--- src/rtl/pwm_receiver.sv ---
// pwm_receiver: decodes four RC-style PWM pulse trains into 8-bit throttle commands.
// Each channel is synchronised, measured in whole microseconds, range-checked and
// watched by a signal-loss timeout. Throttle = min(255, (width_us - MIN_US) >> 2),
// or 0 for pulses shorter than MIN_US.
// Optional feature: define PWM_RX_DEGLITCH_EN to add a per-channel stability filter
// (DEGLITCH_CYCLES) between the synchroniser and the edge detector.
module pwm_receiver #(
    parameter int unsigned CLK_PER_US      = 50,
    parameter int unsigned MIN_US          = 1000,
    parameter int unsigned MAX_PULSE_US    = 2500,
    parameter int unsigned TIMEOUT_US      = 25000,
    parameter int unsigned DEGLITCH_CYCLES = 4
) (
    input  logic       clock,
    input  logic       reset_n,
    input  logic [3:0] pwm_in,
    output logic [7:0] throttle1,
    output logic [7:0] throttle2,
    output logic [7:0] throttle3,
    output logic [7:0] throttle4,
    output logic [3:0] valid,
    output logic [3:0] update,
    output logic [3:0] error
);

    localparam int unsigned SubW = (CLK_PER_US > 1) ? $clog2(CLK_PER_US) : 1;
    localparam logic [SubW-1:0] SubLast = SubW'(CLK_PER_US - 1);
    localparam logic [11:0] MinUs  = 12'(MIN_US);
    localparam logic [11:0] MaxUs  = 12'(MAX_PULSE_US);
    localparam logic [14:0] ToUs   = 15'(TIMEOUT_US);
    localparam logic [14:0] ToLast = 15'(TIMEOUT_US - 1);

    typedef enum logic [1:0] {
        StWaitRise = 2'd0,
        StHigh     = 2'd1,
        StWaitFall = 2'd2
    } state_e;

    // Width in microseconds to throttle code, saturating at 255.
    function automatic logic [7:0] to_throttle(input logic [11:0] w);
        logic [9:0] steps;
        if (w < MinUs) begin
            return 8'd0;
        end
        steps = 10'((w - MinUs) >> 2);
        return (steps > 10'd255) ? 8'hFF : steps[7:0];
    endfunction

    // ------------------------------------------------------------------
    // Shared microsecond prescaler for the timeout counters
    // ------------------------------------------------------------------
    logic [SubW-1:0] pre_q, pre_d;
    logic            us_tick;

    // Free-running divider producing one tick per microsecond.
    always_comb begin
        us_tick = (pre_q == SubLast);
        pre_d   = us_tick ? '0 : pre_q + 1'b1;
    end

    // Prescaler register.
    always_ff @(posedge clock or negedge reset_n) begin
        if (!reset_n) begin
            pre_q <= '0;
        end else begin
            pre_q <= pre_d;
        end
    end

    // ------------------------------------------------------------------
    // Synchroniser. Reset to 1 so a pin already high at reset release does
    // not look like a rising edge; the partial pulse is thereby ignored.
    // ------------------------------------------------------------------
    logic [3:0] meta_q, sync_q;
    logic [3:0] s;

    // Two-flop synchroniser on the raw pins.
    always_ff @(posedge clock or negedge reset_n) begin
        if (!reset_n) begin
            meta_q <= '1;
            sync_q <= '1;
        end else begin
            meta_q <= pwm_in;
            sync_q <= meta_q;
        end
    end

`ifdef PWM_RX_DEGLITCH_EN
    localparam int unsigned DgW = (DEGLITCH_CYCLES > 1) ? $clog2(DEGLITCH_CYCLES) : 1;
    localparam logic [DgW-1:0] DgLast = DgW'(DEGLITCH_CYCLES - 1);

    logic [3:0]     filt_q, filt_d;
    logic [DgW-1:0] dg_cnt_q [4];
    logic [DgW-1:0] dg_cnt_d [4];

    // Filtered level follows the synchroniser only after it has differed for
    // DEGLITCH_CYCLES consecutive clocks.
    always_comb begin
        filt_d = filt_q;
        for (int i = 0; i < 4; i++) begin
            dg_cnt_d[i] = '0;
            if (sync_q[i] != filt_q[i]) begin
                if (dg_cnt_q[i] == DgLast) begin
                    filt_d[i] = sync_q[i];
                end else begin
                    dg_cnt_d[i] = dg_cnt_q[i] + 1'b1;
                end
            end
        end
    end

    // Deglitch filter state.
    always_ff @(posedge clock or negedge reset_n) begin
        if (!reset_n) begin
            filt_q <= '1;
            for (int i = 0; i < 4; i++) begin
                dg_cnt_q[i] <= '0;
            end
        end else begin
            filt_q <= filt_d;
            for (int i = 0; i < 4; i++) begin
                dg_cnt_q[i] <= dg_cnt_d[i];
            end
        end
    end

    assign s = filt_q;
`else
    assign s = sync_q;
`endif

    // ------------------------------------------------------------------
    // Edge detection against a registered copy of s; edges are registered
    // so the measurement and the load both see them one clock later.
    // ------------------------------------------------------------------
    logic [3:0] s_prev_q;
    logic [3:0] rise_q, rise_d;
    logic [3:0] fall_q, fall_d;

    // Rising/falling edge decode.
    always_comb begin
        rise_d = s & ~s_prev_q;
        fall_d = ~s & s_prev_q;
    end

    // Edge-detect registers.
    always_ff @(posedge clock or negedge reset_n) begin
        if (!reset_n) begin
            s_prev_q <= '1;
            rise_q   <= '0;
            fall_q   <= '0;
        end else begin
            s_prev_q <= s;
            rise_q   <= rise_d;
            fall_q   <= fall_d;
        end
    end

    // ------------------------------------------------------------------
    // Per-channel measurement FSM, throttle register and timeout
    // ------------------------------------------------------------------
    state_e          state_q [4];
    state_e          state_d [4];
    logic [SubW-1:0] sub_q   [4];
    logic [SubW-1:0] sub_d   [4];
    logic [11:0]     width_q [4];
    logic [11:0]     width_d [4];
    logic [7:0]      thr_q   [4];
    logic [7:0]      thr_d   [4];
    logic [14:0]     to_q    [4];
    logic [14:0]     to_d    [4];
    logic [3:0]      valid_q, valid_d;
    logic [3:0]      update_q, update_d;
    logic [3:0]      error_q, error_d;
    logic [3:0]      wrap;
    logic [11:0]     width_inc [4];

    // Next-state, measurement and output decode for all four channels.
    always_comb begin
        valid_d  = valid_q;
        update_d = '0;
        error_d  = '0;
        for (int i = 0; i < 4; i++) begin
            state_d[i] = state_q[i];
            sub_d[i]   = sub_q[i];
            width_d[i] = width_q[i];
            thr_d[i]   = thr_q[i];
            to_d[i]    = to_q[i];

            // Width including the current high cycle, so the final count on
            // the falling edge covers every high clock.
            wrap[i]      = (sub_q[i] == SubLast);
            width_inc[i] = width_q[i] + 12'(wrap[i]);

            unique case (state_q[i])
                StWaitRise: begin
                    if (rise_q[i]) begin
                        sub_d[i]   = '0;
                        width_d[i] = '0;
                        state_d[i] = StHigh;
                    end
                end
                StHigh: begin
                    sub_d[i]   = wrap[i] ? '0 : sub_q[i] + 1'b1;
                    width_d[i] = width_inc[i];
                    if (fall_q[i]) begin
                        state_d[i]  = StWaitRise;
                        thr_d[i]    = to_throttle(width_inc[i]);
                        update_d[i] = 1'b1;
                        valid_d[i]  = 1'b1;
                    end else if (width_inc[i] > MaxUs) begin
                        error_d[i] = 1'b1;
                        state_d[i] = StWaitFall;
                    end
                end
                StWaitFall: begin
                    if (fall_q[i]) begin
                        state_d[i] = StWaitRise;
                    end
                end
                default: begin
                    state_d[i] = StWaitRise;
                end
            endcase

            // Signal-loss timeout; a coincident update takes priority.
            if (update_d[i]) begin
                to_d[i] = '0;
            end else if (us_tick && (to_q[i] < ToUs)) begin
                to_d[i] = to_q[i] + 15'd1;
                if (to_q[i] == ToLast) begin
                    valid_d[i] = 1'b0;
                    thr_d[i]   = 8'd0;
                end
            end
        end
    end

    // Channel state registers.
    always_ff @(posedge clock or negedge reset_n) begin
        if (!reset_n) begin
            for (int i = 0; i < 4; i++) begin
                state_q[i] <= StWaitRise;
                sub_q[i]   <= '0;
                width_q[i] <= '0;
                thr_q[i]   <= '0;
                to_q[i]    <= '0;
            end
            valid_q  <= '0;
            update_q <= '0;
            error_q  <= '0;
        end else begin
            for (int i = 0; i < 4; i++) begin
                state_q[i] <= state_d[i];
                sub_q[i]   <= sub_d[i];
                width_q[i] <= width_d[i];
                thr_q[i]   <= thr_d[i];
                to_q[i]    <= to_d[i];
            end
            valid_q  <= valid_d;
            update_q <= update_d;
            error_q  <= error_d;
        end
    end

    // Channel 1 is pin bit 3, channel 4 is pin bit 0.
    assign throttle1 = thr_q[3];
    assign throttle2 = thr_q[2];
    assign throttle3 = thr_q[1];
    assign throttle4 = thr_q[0];
    assign valid     = valid_q;
    assign update    = update_q;
    assign error     = error_q;

endmodule

--- config.mk ---
export PLATFORM = sky130hd
export DESIGN_NAME = pwm_receiver
export DESIGN_NICKNAME = d
export VERILOG_FILES = /design/src/rtl/pwm_receiver.sv
export SDC_FILE = /design/constraint.sdc
export NUM_CORES = 1
export LEC_CHECK = 0
export CAP_MARGIN = 20
export CORE_UTILIZATION = 27
export CTS_BUF_LIST = sky130_fd_sc_hd__clkbuf_16
export DETAILED_ROUTE_END_ITERATION = 7
export DONT_BUFFER_PORTS = 1
export PLACE_DENSITY_LB_ADDON = 0.1
export SKIP_CTS_REPAIR_TIMING = 1
export SLEW_MARGIN = 20
export SYNTH_ARGS = -nofsm -noshare
export SYNTH_HDL_FRONTEND = slang
export SYNTH_SLANG_ARGS = --single-unit
--- constraint.sdc ---
create_clock -name clock -period 3.4 [get_ports clock]
set_input_delay 0.68 -clock clock [delete_from_list [all_inputs] [get_ports clock]]
set_output_delay 0.68 -clock clock [all_outputs]
set_load 0.01 [all_outputs]
==> results.md, run 1 <==
- The number of vias per cell is 4.931.
- The share of Yosys cell area claimed by the top area cell type is 0.4358.
- The leakage power of the design is between 5 and 6 nW.
- The internal power of the cells totals 4.171 mW.
- The highest clock frequency the design can meet is 318.0 MHz.
- Counting along the longest clock path gives a buffer depth of 3.
- The total count of hold-check failures in the final report is 198.
- The count of distinct cell types in the synthesized netlist is between 80 and 90.
- Yosys mapped a number of flops with a built-in enable equal to 0.
- The worst-margin pin slew is 928.2 ps.
- Clock tree synthesis inserted a total of 27 buffers.
- The worst setup path is captured at a flip-flop.
- In this run the core area contains 74 standard-cell rows.
- In this run the power spent charging and discharging nets is 1.466 mW.
- The count of routing violations after the opening detailed-route iteration is 440.
- The most area-hungry cell type in the Yosys netlist is sky130_fd_sc_hd__dfrtp_1.
- Setup slack on the worst reg-to-reg path comes out at 260 ps.
- The clock transition at the registers of the reported paths is around 60 ps.
- Among all cell types in the netlist, the one instantiated most often is sky130_fd_sc_hd__dfrtp_1.
- The sum of routed wire length over all layers is 26,380 um.
- The worst min-delay path class is in2async.
- The worst reg2reg path startpoint is sub_q[7].
- In the final routed layout, each cell accounts on average for 15.12 um.
- Headroom to the max-slew limit came out at 0.3783.
- The commonest register cell after synthesis is sky130_fd_sc_hd__dfrtp_1.
- OpenSTA, run right after detailed placement, puts the worst setup slack at 96.26 ps.
- The checks that failed: negative hold slack.
- For this design the ratio of total power to cell area is about 440 nW/um^2.
- The number of warning messages in the yosys log is 0.
- Setup repair after global routing left no endpoint under its margin.
- The area of the mapped netlist is 11,370 um^2.
- The share of the Yosys chip area taken by registers is 0.4635.
- Counting tap cells, the placed design contains a total of 1,697 instances.
- The number of primary I/O pins is 50.
- The cell that appears most often on the critical path is sky130_fd_sc_hd__ha_1.
- The total number of vias is between 8,000 and 9,000.
- Ranked by instance count, the synthesized netlist is headed by sky130_fd_sc_hd__dfrtp_1 (198), sky130_fd_sc_hd__nor2_1 (139), sky130_fd_sc_hd__nand2_1 (108).
- The number of antenna violations at the first check in global routing came to 0.
- The sequential fraction of design power is 0.483.
- The worst path arrival time is 3610 ps.
- By area the synthesized netlist is led by sky130_fd_sc_hd__dfrtp_1 (44%), sky130_fd_sc_hd__xnor2_1 (5.1%), sky130_fd_sc_hd__nor2_1 (4.6%), sky130_fd_sc_hd__o21ai_0 (4.5%), sky130_fd_sc_hd__nand2_1 (3.6%).
- The starting utilization of the core area is 0.2759.
- The number of standard cells in the final layout excluding fillers is 1,745.
- On the final layout, the worst hold slack is -145.5 ps.
- The first-pass GRT wire length is between 40,000 and 50,000 um.
- The critical path startpoint category is a flip-flop.
- The fraction of final layout cells sized beyond drive strength 1 is 0.09563.
- The flop and latch count out of synthesis is 210.
- The post-synth net total is around 1,200.
- CTS built an H-tree with a depth of 1.
- The final clock period utilization by the worst path is 0.9248.
- The insertion delay of the later-clocked pin in the worst-skew pair is 530 ps.
- The critical path ends at throttle2[3].
- The flow ran to the end, but the final reports show violations.
- The placed wire-length estimate is between 15,000 and 20,000 um.
- The clock period minus worst slack is 3144 ps.
- On the critical path, the stage with the largest delay is an instance of sky130_fd_sc_hd__dfrtp_1.
- The dominant delay contributor by cell family on the critical path is simple AND/OR/NAND/NOR gates.
- The peak ir drop on the vdd network is 0.0003268 V.
- Across the run, the number of max-cap violations was 0.
- The share of total power dissipated in the clock network is 0.444.
- Together, buffers and inverters on the worst path number 1.
- The number of antenna diodes in the final layout is 0.
- For this design, the sink count on the clock tree is 210.
- The floorplan die area is about 43,000 um^2.
- The clock tree root buffer cell is sky130_fd_sc_hd__clkbuf_16.
- The count of final max-slew check failures is 0.
- The first detailed-routing pass took 5 iterations.
- The post-layout worst setup margin is 255.8 ps.
- Traced cell by cell, the critical path runs through inv_1 -> ha_1 -> nand4b_1 -> nor2_1 -> ha_1 -> ha_2 -> nand3_1 -> xor2_1 -> ha_1 -> nor3_4 -> and4bb_1 -> nor4_4 -> a221o_1.
- After floorplanning, the core was sized to cover a little over 40,000 um^2.
- From left edge to right edge, the die measures 207.2 um.
- The endpoint identified for the worst register-to-register timing path is throttle2[3].
- The number of global-route vias before repair is 8,593.
- Entering global routing, the biggest net connects roughly 210 pins.
- The share of the core filled with cells is 0.3098.
- The switching share of total power is 0.2600.
- For the final database, setup skew stands at 6.266 ps.
- The number of instances in the synthesized netlist is 1,195.
- At the worst endpoint, the required time is 3870 ps.
- The mean area per synthesized cell is 9.514 um^2.
- In the global route stage, overall resource usage came out at 0.1256.
- The final-layout setup total negative slack is 0 ps.
- The total overflow left after global routing is 0.
- The die is around 210 um tall.
- In the routed design, unresolved DRC markers number 0.
- The critical path's largest stage delay is 410 ps.
- The critical path is of the reg2reg type.
- Port buffering added 0 buffers.
- The congestion estimate from routability-driven global placement came to 0.7609.
- The portion of total power attributed to combinational logic is 0.073.
- The path length in cells of the critical path is 13.
- Compared with the post-synthesis result, the final layout area differs by 12.27%.
- The total setup violations reported at the end of the flow is 0.
- The net count of the finished layout is 1,226.
- The number of cell instances on the worst register-to-register path is 13.
- The maximum fanout encountered on the critical timing path is 11.
- The async set-or-reset flop fraction in the synthesized netlist is 1.000.
- The number of nets still failing antenna checks after routing is 0.
- TritonCTS built the clock tree.
- In this run the worst setup path begins at sub_q[7].
-- per-stage QoR --
step,hold WS [ps],area (um^2),power (mW)
after floorplan,345.2,11370,3.035
after CTS,-188.4,12740,5.800
after detailed placement,347.2,11980,3.188
after global placement,345.7,11980,3.191
final,-145.5,12760,5.636
after global routing,-192.8,12760,5.964
-- routing by layer --
metal  share of wire  GRT usage
met1            0.49     0.1713
met5               0          0
met4           0.016    0.02728
met2            0.45     0.2036
met3           0.040    0.02653
-- worst reg2reg max path, stage by stage (launching register included) --
cell	delay (ps)
sky130_fd_sc_hd__dfrtp_1	410
sky130_fd_sc_hd__inv_1	70
sky130_fd_sc_hd__ha_1	130
sky130_fd_sc_hd__nand4b_1	110
sky130_fd_sc_hd__nor2_1	130
sky130_fd_sc_hd__ha_1	260
sky130_fd_sc_hd__ha_2	330
sky130_fd_sc_hd__nand3_1	120
sky130_fd_sc_hd__xor2_1	170
sky130_fd_sc_hd__ha_1	270
sky130_fd_sc_hd__nor3_4	240
sky130_fd_sc_hd__and4bb_1	270
sky130_fd_sc_hd__nor4_4	380
sky130_fd_sc_hd__a221o_1	180
-- placed cells by master (no fill, tap or decap), types with 28 or more instances in the layout --
cell,netlist,final
sky130_fd_sc_hd__nand3_1,54,54
sky130_fd_sc_hd__dfrtp_1,198,198
sky130_fd_sc_hd__xnor2_1,66,66
sky130_fd_sc_hd__buf_4,4,30
sky130_fd_sc_hd__inv_1,27,34
sky130_fd_sc_hd__o21ai_0,102,102
sky130_fd_sc_hd__a21oi_1,28,28
sky130_fd_sc_hd__xor2_1,45,44
sky130_fd_sc_hd__nor2_1,139,139
sky130_fd_sc_hd__nand4_1,28,28
sky130_fd_sc_hd__nand2_1,108,108
-- cells by family (layout without fill, tap and decap cells) --
kind of cell	after synthesis	after routing	share of synthesized area
buf+inv	89	107	0.03411
mux	2	2	0.001761
flops	210	210	0.4635
xor+xnor	113	113	0.08936
fa+ha+maj	26	26	0.02861
simple gates	480	480	0.2176
compound gates	275	275	0.1651
-- final cells by class --
type | instances | area (um^2)
inverters | 29 | 108.9
clock buffers | 27 | 675.6
repair buffers | 30 | 225.2
multi-input cells | 896 | 5732
fillers | 4216 | 28440
clock inverters | 21 | 87.58
flip-flops and latches | 210 | 5270
well taps | 532 | 665.6
-- state kept, by name, indices dropped and copies added, names as in the netlist --
name,count
throttle4,8
throttle3,8
rise_q,4
sub_q,24
s,4
width_q,48
fall_q,4
to_q,60
s_prev_q,4
state_q,8
update,4
pre_q,6
valid,4
meta_q,4
throttle1,8
throttle2,8
error,4
-- power groups by stage --
stage	Combinational, mW	Clock (mW)	Sequential (mW)
5_1_grt	0.489	2.73	2.74
3_3_place_gp	0.425	0	2.77
3_5_place_dp	0.422	0	2.77
2_1_floorplan	0.297	0	2.74
6_report	0.410	2.50	2.72
4_1_cts	0.424	2.65	2.72
-- worst min-delay path by stage --
stage / cells after the start / slack [ps] / end / startpoint
2_1_floorplan: 0 / 350 / s[0] / meta_q[0]
3_3_place_gp: 0 / 350 / s[1] / meta_q[1]
3_5_place_dp: 0 / 350 / s[1] / meta_q[1]
4_1_cts: 0 / -190 / width_q[41] / reset_n
5_1_grt: 0 / -190 / width_q[41] / reset_n
6_report: 0 / -150 / width_q[41] / reset_n
Note: power is estimated with default switching activity, not from simulation.
==> run 2, diff against run 1 <==
clock period = 2.9 ns   (was 3.4 ns; I/O delays follow)
==> results.md, run 2 (synthesis results as in run 1) <==
- The horizontal die dimension is 207.2 um (unchanged).
- The total number of vias is 9,037 (was 8,604).
- The post-detailed-route wirelength per cell is 14.99 um (was 15.12 um).
- The peak ir drop on the vdd network is 0.0003679 V (was 0.0003268 V).
- The cell with the largest stage delay on the worst path is sky130_fd_sc_hd__dfrtp_1 (unchanged).
- The number of H-tree levels came to 1 (unchanged).
- The final hold slack is -263.9 ps (was -145.5 ps).
- The number of vias per cell came to 4.898 (was 4.931).
- The starting utilization of the core area is 0.2759 (unchanged).
- The fraction of final layout cells sized beyond drive strength 1 is 0.2079 (was 0.09563).
- The residual DRC count is 0 (unchanged).
- The number of buffers on the longest clock path was 3 (unchanged).
- The flip-flop count of the largest register after layout is 60 (unchanged).
- The insertion delay of the later-clocked pin in the worst-skew pair came to 550 ps (was 530 ps).
- The worst min-delay path class is in2async (unchanged).
- The required time at the worst-slack endpoint is 3330 ps (was 3870 ps).
- The maximum fanout encountered on the critical timing path is 7 (was 11).
- The total number of clock tree sinks came to 210 (unchanged).
- The number of antenna cells inserted came to 0 (unchanged).
- Violations in the final reports: negative hold slack, negative setup slack (was negative hold slack).
- The first-pass GRT wire length was 46,970 um (was 45,420 um).
- The total length of routed met2 wires is 12,740 um (was 11,920 um).
- The worst-margin pin slew came to 911.9 ps (was 928.2 ps).
- The total clock buffers created by CTS was 28 (was 27).
- Leading registers by flop count: to_q: 60 flops, width_q: 48 flops, sub_q: 24 flops (unchanged).
- The net count reported at finish is 1,324 (was 1,226).
- The worst setup skew after layout was 12.39 ps (was 6.266 ps).
- The critical path endpoint category is a flip-flop (unchanged).
- The number of port buffers is 0 (unchanged).
- The largest register by flop count was to_q (unchanged).
- The number of primary I/O pins was 50 (unchanged).
- The post-layout worst setup margin is -19.39 ps (was 255.8 ps).
- The placed wire-length estimate is 18,130 um (was 17,280 um).
- The dominant delay contributor by cell family on the critical path was simple AND/OR/NAND/NOR gates (unchanged).
- The maximum number of pins on one net before global-route repair is 211 (unchanged).
- The floorplan die height is 207.2 um (unchanged).
- The floorplan die area came to 42,930 um^2 (unchanged).
- The total count of hold-check failures in the final report is 201 (was 198).
- The worst path arrival time came to 3350 ps (was 3610 ps).
- The highest clock frequency the design can meet was 342.5 MHz (was 318.0 MHz).
- Outcome: finished with violations (unchanged).
- Most frequent cells in the layout: sky130_fd_sc_hd__dfrtp_1 (198), sky130_fd_sc_hd__nor2_1 (131), sky130_fd_sc_hd__buf_4 (116), sky130_fd_sc_hd__nand2_1 (106), sky130_fd_sc_hd__o21ai_0 (98) (was sky130_fd_sc_hd__dfrtp_1 (198), sky130_fd_sc_hd__nor2_1 (139), sky130_fd_sc_hd__nand2_1 (108), sky130_fd_sc_hd__o21ai_0 (102), sky130_fd_sc_hd__xnor2_1 (66)).
- The number of detailed-route iterations in the first pass is 4 (was 5).
- The most frequent standard cell in the layout excluding fill and tap cells is sky130_fd_sc_hd__dfrtp_1 (unchanged).
- The remaining max-slew budget at the tightest pin is 0.3892 (was 0.3783).
- The final-layout setup total negative slack is -99.96 ps (was 0 ps).
- The worst path buffer plus inverter count is 2 (was 1).
- The final weighted congestion in routability-driven placement is 0.7571 (was 0.7609).
- The total setup violations reported at the end of the flow is 7 (was 0).
- The critical path's largest stage delay is 370 ps (was 410 ps).
- The power density relative to cell area is 512.8 nW/um^2 (was 441.6 nW/um^2).
- The number of antenna violations at the first check in global routing came to 0 (unchanged).
- The clock tree root buffer cell was sky130_fd_sc_hd__clkbuf_16 (unchanged).
- The critical path startpoint category was a flip-flop (unchanged).
- The leakage power of the design was 5.972 nW (was 5.371 nW).
- The met1 routed wirelength after detailed routing was 13,520 um (was 12,990 um).
- The total global routing overflow is 0 (unchanged).
- The overall track demand over capacity in global routing came to 0.1297 (was 0.1256).
- The count of routing violations after the opening detailed-route iteration is 481 (was 440).
- Cells traversed along the worst timing path: inv_1 -> ha_2 -> nand4b_1 -> nor2_2 -> ha_2 -> nand3_2 -> buf_6 -> o32a_1 -> o22ai_2 -> nand4_1 -> nor4b_4 -> nor3_4 -> a221o_1 (was inv_1 -> ha_1 -> nand4b_1 -> nor2_1 -> ha_1 -> ha_2 -> nand3_1 -> xor2_1 -> ha_1 -> nor3_4 -> and4bb_1 -> nor4_4 -> a221o_1).
- The number of global-route vias before repair is 9,001 (was 8,593).
- The final clock period utilization by the worst path was 1.007 (was 0.9248).
- The sum of met3 wire segment lengths after detailed routing came to 845 um (was 1043 um).
- The number of max-cap violations is 0 (unchanged).
- The number of nets still failing antenna checks after routing is 0 (unchanged).
- The count of final max-slew check failures was 0 (unchanged).
- The area added between synthesis and finish is 23.64% (was 12.27%).
- The clock period minus worst slack is 2919 ps (was 3144 ps).
- The most repeated library cell on the critical path is sky130_fd_sc_hd__ha_2 (was sky130_fd_sc_hd__ha_1).
- The clock transition at the registers of the reported paths is 60 ps (about the same).
- The core box area was 41,200 um^2 (unchanged).
- The CTS tree was yes (unchanged).
- RSZ-0062 raised after global routing: true (was false).
- The number of cell rows came to 74 (unchanged).
- The critical path start-end classification was reg2reg (unchanged).
- The top routing layer in use is met4 (unchanged).
- The sum of routed wire length over all layers was 27,660 um (was 26,380 um).
-- run 2: final timing paths --
check | from | to | slack [ps] | depth (start not counted)
min in group clock | meta_q[0] | s[0] | 350 | 0
worst min register to register | meta_q[0] | s[0] | 350 | 0
worst max-delay path | sub_q[19] | throttle4[4] | -20 | 13
worst max register to register | sub_q[19] | throttle4[4] | -20 | 13
worst min-delay path | reset_n | width_q[41] | -260 | 0
max in group asynchronous | reset_n | s[3] | 2710 | 0
-- run 2: per-layer routing --
metal,track usage,vias up
li1,-,4477
met1,0.1788,4441
met2,0.2102,84
met3,0.02411,35
met4,0.02934,0
met5,0,-
-- run 2: power breakdown --
part / switching, mW / leakage [nW] / total [mW] / internal, mW
registers: 0.0819 / 2.83 / 3.14 / 3.05
logic: 0.407 / 2.69 / 0.688 / 0.282
clock network: 1.33 / 0.459 / 3.38 / 2.05
-- run 2: layout make-up --
cell class                 instances  area, um^2
clock inverter                    22       173.9
clock buffer                      29       725.7
fill                            4193       27140
inverter                          29       108.9
multi-input combinational        896        6123
sequential                       210        5270
tap                              532       665.6
timing repair buffer             127       989.7
-- run 2: stage by stage --
stage                     power [mW]  cell area [um^2]  instances  setup slack, ps  utilization
after detailed placement       3.855             12590       1776           -120.6       0.3055
after floorplan                3.558             11380       1195            21.43            -
final                          7.208             14060       1845           -19.39       0.3412
after CTS                      7.362             13490       1827           -135.0       0.3273
after global routing           7.602             14060       1845           -192.8       0.3412
after global placement         3.854             12590       1776           -43.04       0.3055
==> run 3, diff against run 2 <==
PLACE_DENSITY_LB_ADDON = not set   (was 0.1)
==> results.md, run 3 (synthesis results as in run 1) <==
- The clock transition at the registers of the reported paths is 60 ps (about the same).
- The final weighted congestion in routability-driven placement is 0.8657 (was 0.7571).
- The number of antenna violations at the first check in global routing is 0 (unchanged).
- The cell count after placement was 1,753 (was 1,776).
- The total count of hold-check failures in the final report came to 199 (was 201).
- Leading registers by flop count: to_q: 60 flops, width_q: 48 flops, sub_q: 24 flops (unchanged).
- The starting utilization of the core area is 0.2759 (unchanged).
- The largest register by flop count is to_q (unchanged).
- The required time at the worst-slack endpoint is 3320 ps (was 3330 ps).
- The overall track demand over capacity in global routing is 0.1182 (was 0.1297).
- The final clock period utilization by the worst path was 0.9866 (was 1.007).
- The area added between synthesis and finish was 21.26% (was 23.64%).
- The total number of vias was 8,965 (was 9,037).
- Most frequent cells in the layout: sky130_fd_sc_hd__dfrtp_1 (198), sky130_fd_sc_hd__nor2_1 (136), sky130_fd_sc_hd__nand2_1 (104), sky130_fd_sc_hd__o21ai_0 (99), sky130_fd_sc_hd__buf_4 (92) (was sky130_fd_sc_hd__dfrtp_1 (198), sky130_fd_sc_hd__nor2_1 (131), sky130_fd_sc_hd__buf_4 (116), sky130_fd_sc_hd__nand2_1 (106), sky130_fd_sc_hd__o21ai_0 (98)).
- The worst setup skew after layout is 21.76 ps (was 12.39 ps).
- The number of vias per cell is 4.934 (was 4.898).
- The net count reported at finish was 1,296 (was 1,324).
- The leakage power of the design is 5.882 nW (was 5.972 nW).
- The most frequent standard cell in the layout excluding fill and tap cells is sky130_fd_sc_hd__dfrtp_1 (unchanged).
- The launching instance or port of the critical path is sub_q[18] (was sub_q[19]).
- The number of H-tree levels came to 1 (unchanged).
- The dominant delay contributor by cell family on the critical path is simple AND/OR/NAND/NOR gates (unchanged).
- The fraction of final layout cells sized beyond drive strength 1 is 0.1868 (was 0.2079).
- The horizontal die dimension is 207.2 um (unchanged).
- The floorplan die area is 42,930 um^2 (unchanged).
- The number of max-cap violations is 0 (unchanged).
- The first-pass GRT wire length is 43,530 um (was 46,970 um).
- The number of standard cells in the final layout excluding fillers is 1,817 (was 1,845).
- The total setup violations reported at the end of the flow is 0 (was 7).
- The power density relative to cell area came to 502.0 nW/um^2 (was 512.8 nW/um^2).
- The flip-flop count of the largest register after layout is 60 (unchanged).
- The count of final max-slew check failures is 0 (unchanged).
- The number of antenna cells inserted is 0 (unchanged).
- The number of primary I/O pins is 50 (unchanged).
- The critical path startpoint category is a flip-flop (unchanged).
- The core box area is 41,200 um^2 (unchanged).
- Violations in the final reports: negative hold slack (was negative hold slack, negative setup slack).
- The residual DRC count is 0 (unchanged).
- The peak ir drop on the vdd network is 0.0003665 V (was 0.0003679 V).
- The maximum fanout encountered on the critical timing path is 7 (unchanged).
- The number of nets still failing antenna checks after routing was 0 (unchanged).
- The number of global-route vias before repair is 8,803 (was 9,001).
- The placed wire-length estimate is 16,690 um (was 18,130 um).
- The share of the core filled with cells came to 0.3346 (was 0.3412).
- The highest clock frequency the design can meet came to 349.5 MHz (was 342.5 MHz).
- The critical path start-end classification is reg2reg (unchanged).
- The critical path endpoint category is a flip-flop (unchanged).
- The worst path arrival time is 3280 ps (was 3350 ps).
- Outcome: finished with violations (unchanged).
- The CTS tree is yes (unchanged).
- The final hold slack is -267.3 ps (was -263.9 ps).
- Cells traversed along the worst timing path: ha_2 -> nand4b_1 -> nor2_1 -> ha_2 -> ha_4 -> and2_4 -> o32a_1 -> o22ai_2 -> nand4_1 -> nor4b_4 -> nor3_4 -> a221o_1 (was inv_1 -> ha_2 -> nand4b_1 -> nor2_2 -> ha_2 -> nand3_2 -> buf_6 -> o32a_1 -> o22ai_2 -> nand4_1 -> nor4b_4 -> nor3_4 -> a221o_1).
- The number of port buffers came to 0 (unchanged).
- The post-detailed-route wirelength per cell was 14.09 um (was 14.99 um).
- The sum of routed wire length over all layers was 25,590 um (was 27,660 um).
- The insertion delay of the later-clocked pin in the worst-skew pair is 560 ps (was 550 ps).
- The clock tree root buffer cell is sky130_fd_sc_hd__clkbuf_16 (unchanged).
- The total global routing overflow is 0 (unchanged).
- The worst path buffer plus inverter count is 0 (was 2).
- The remaining max-slew budget at the tightest pin is 0.4706 (was 0.3892).
- The clock period minus worst slack is 2861 ps (was 2919 ps).
- The count of routing violations after the opening detailed-route iteration is 514 (was 481).
- The filler cell count in the final layout is 4,171 (was 4,193).
- The critical path's largest stage delay is 380 ps (was 370 ps).
- The floorplan die height was 207.2 um (unchanged).
- The maximum number of pins on one net before global-route repair came to 211 (unchanged).
- The total clock buffers created by CTS is 28 (unchanged).
- The number of buffers on the longest clock path came to 3 (unchanged).
- The total number of clock tree sinks is 210 (unchanged).
- The worst-margin pin slew is 790.4 ps (was 911.9 ps).
- The worst reg2reg path startpoint was sub_q[18] (was sub_q[19]).
- The final-layout setup total negative slack was 0 ps (was -99.96 ps).
- The cell with the largest stage delay on the worst path is sky130_fd_sc_hd__dfrtp_1 (unchanged).
- The number of cell rows is 74 (unchanged).
- The worst min-delay path class is in2async (unchanged).
- The number of detailed-route iterations in the first pass is 4 (unchanged).
- RSZ-0062 raised after global routing: true (unchanged).
- The most repeated library cell on the critical path is sky130_fd_sc_hd__ha_2 (unchanged).
- The total design power came to 6.921 mW (was 7.208 mW).
## run 3: report_power, final
group	leakage (nW)	internal [mW]	total, mW	switching, mW
clock network	0.437	1.83	3.15	1.32
registers	2.83	3.05	3.14	0.0901
logic	2.62	0.251	0.627	0.376
## run 3: path summary, 6_finish.rpt
path | endpoint | slack, ps | cells past startpoint
worst max-delay path | throttle4[0] | 40 | 12
worst min-delay path | width_q[39] | -270 | 0
worst max register to register | throttle4[0] | 40 | 12
max in group asynchronous | s[3] | 2730 | 0
worst min register to register | s[2] | 360 | 0
min in group clock | s[2] | 360 | 0
## run 3: per-stage QoR
step / instance area, um^2 / setup slack (ps)
4_1_cts: 13260 / -162.1
3_3_place_gp: 12420 / -38.16
3_5_place_dp: 12420 / -171.7
6_report: 13790 / 38.96
5_1_grt: 13790 / -154.9
2_1_floorplan: 11380 / 21.43
## run 3: layout make-up
cell class / instances / area, um^2 / share of cell area
multi-input combinational: 896 / 6136 / 0.4450
sequential: 210 / 5270 / 0.3822
timing repair buffer: 99 / 764.5 / 0.05545
clock buffer: 28 / 700.7 / 0.05082
tap: 532 / 665.6 / 0.04828
clock inverter: 23 / 141.4 / 0.01026
inverter: 29 / 108.9 / 0.007895
## run 3: per-layer routing
layer | share of wire | vias to the layer above | track usage
met5 | 0 | - | 0
li1 | - | 4428 | -
met1 | 0.47 | 4373 | 0.1560
met2 | 0.47 | 127 | 0.1971
met4 | 0.019 | 0 | 0.03500
met3 | 0.041 | 37 | 0.02122
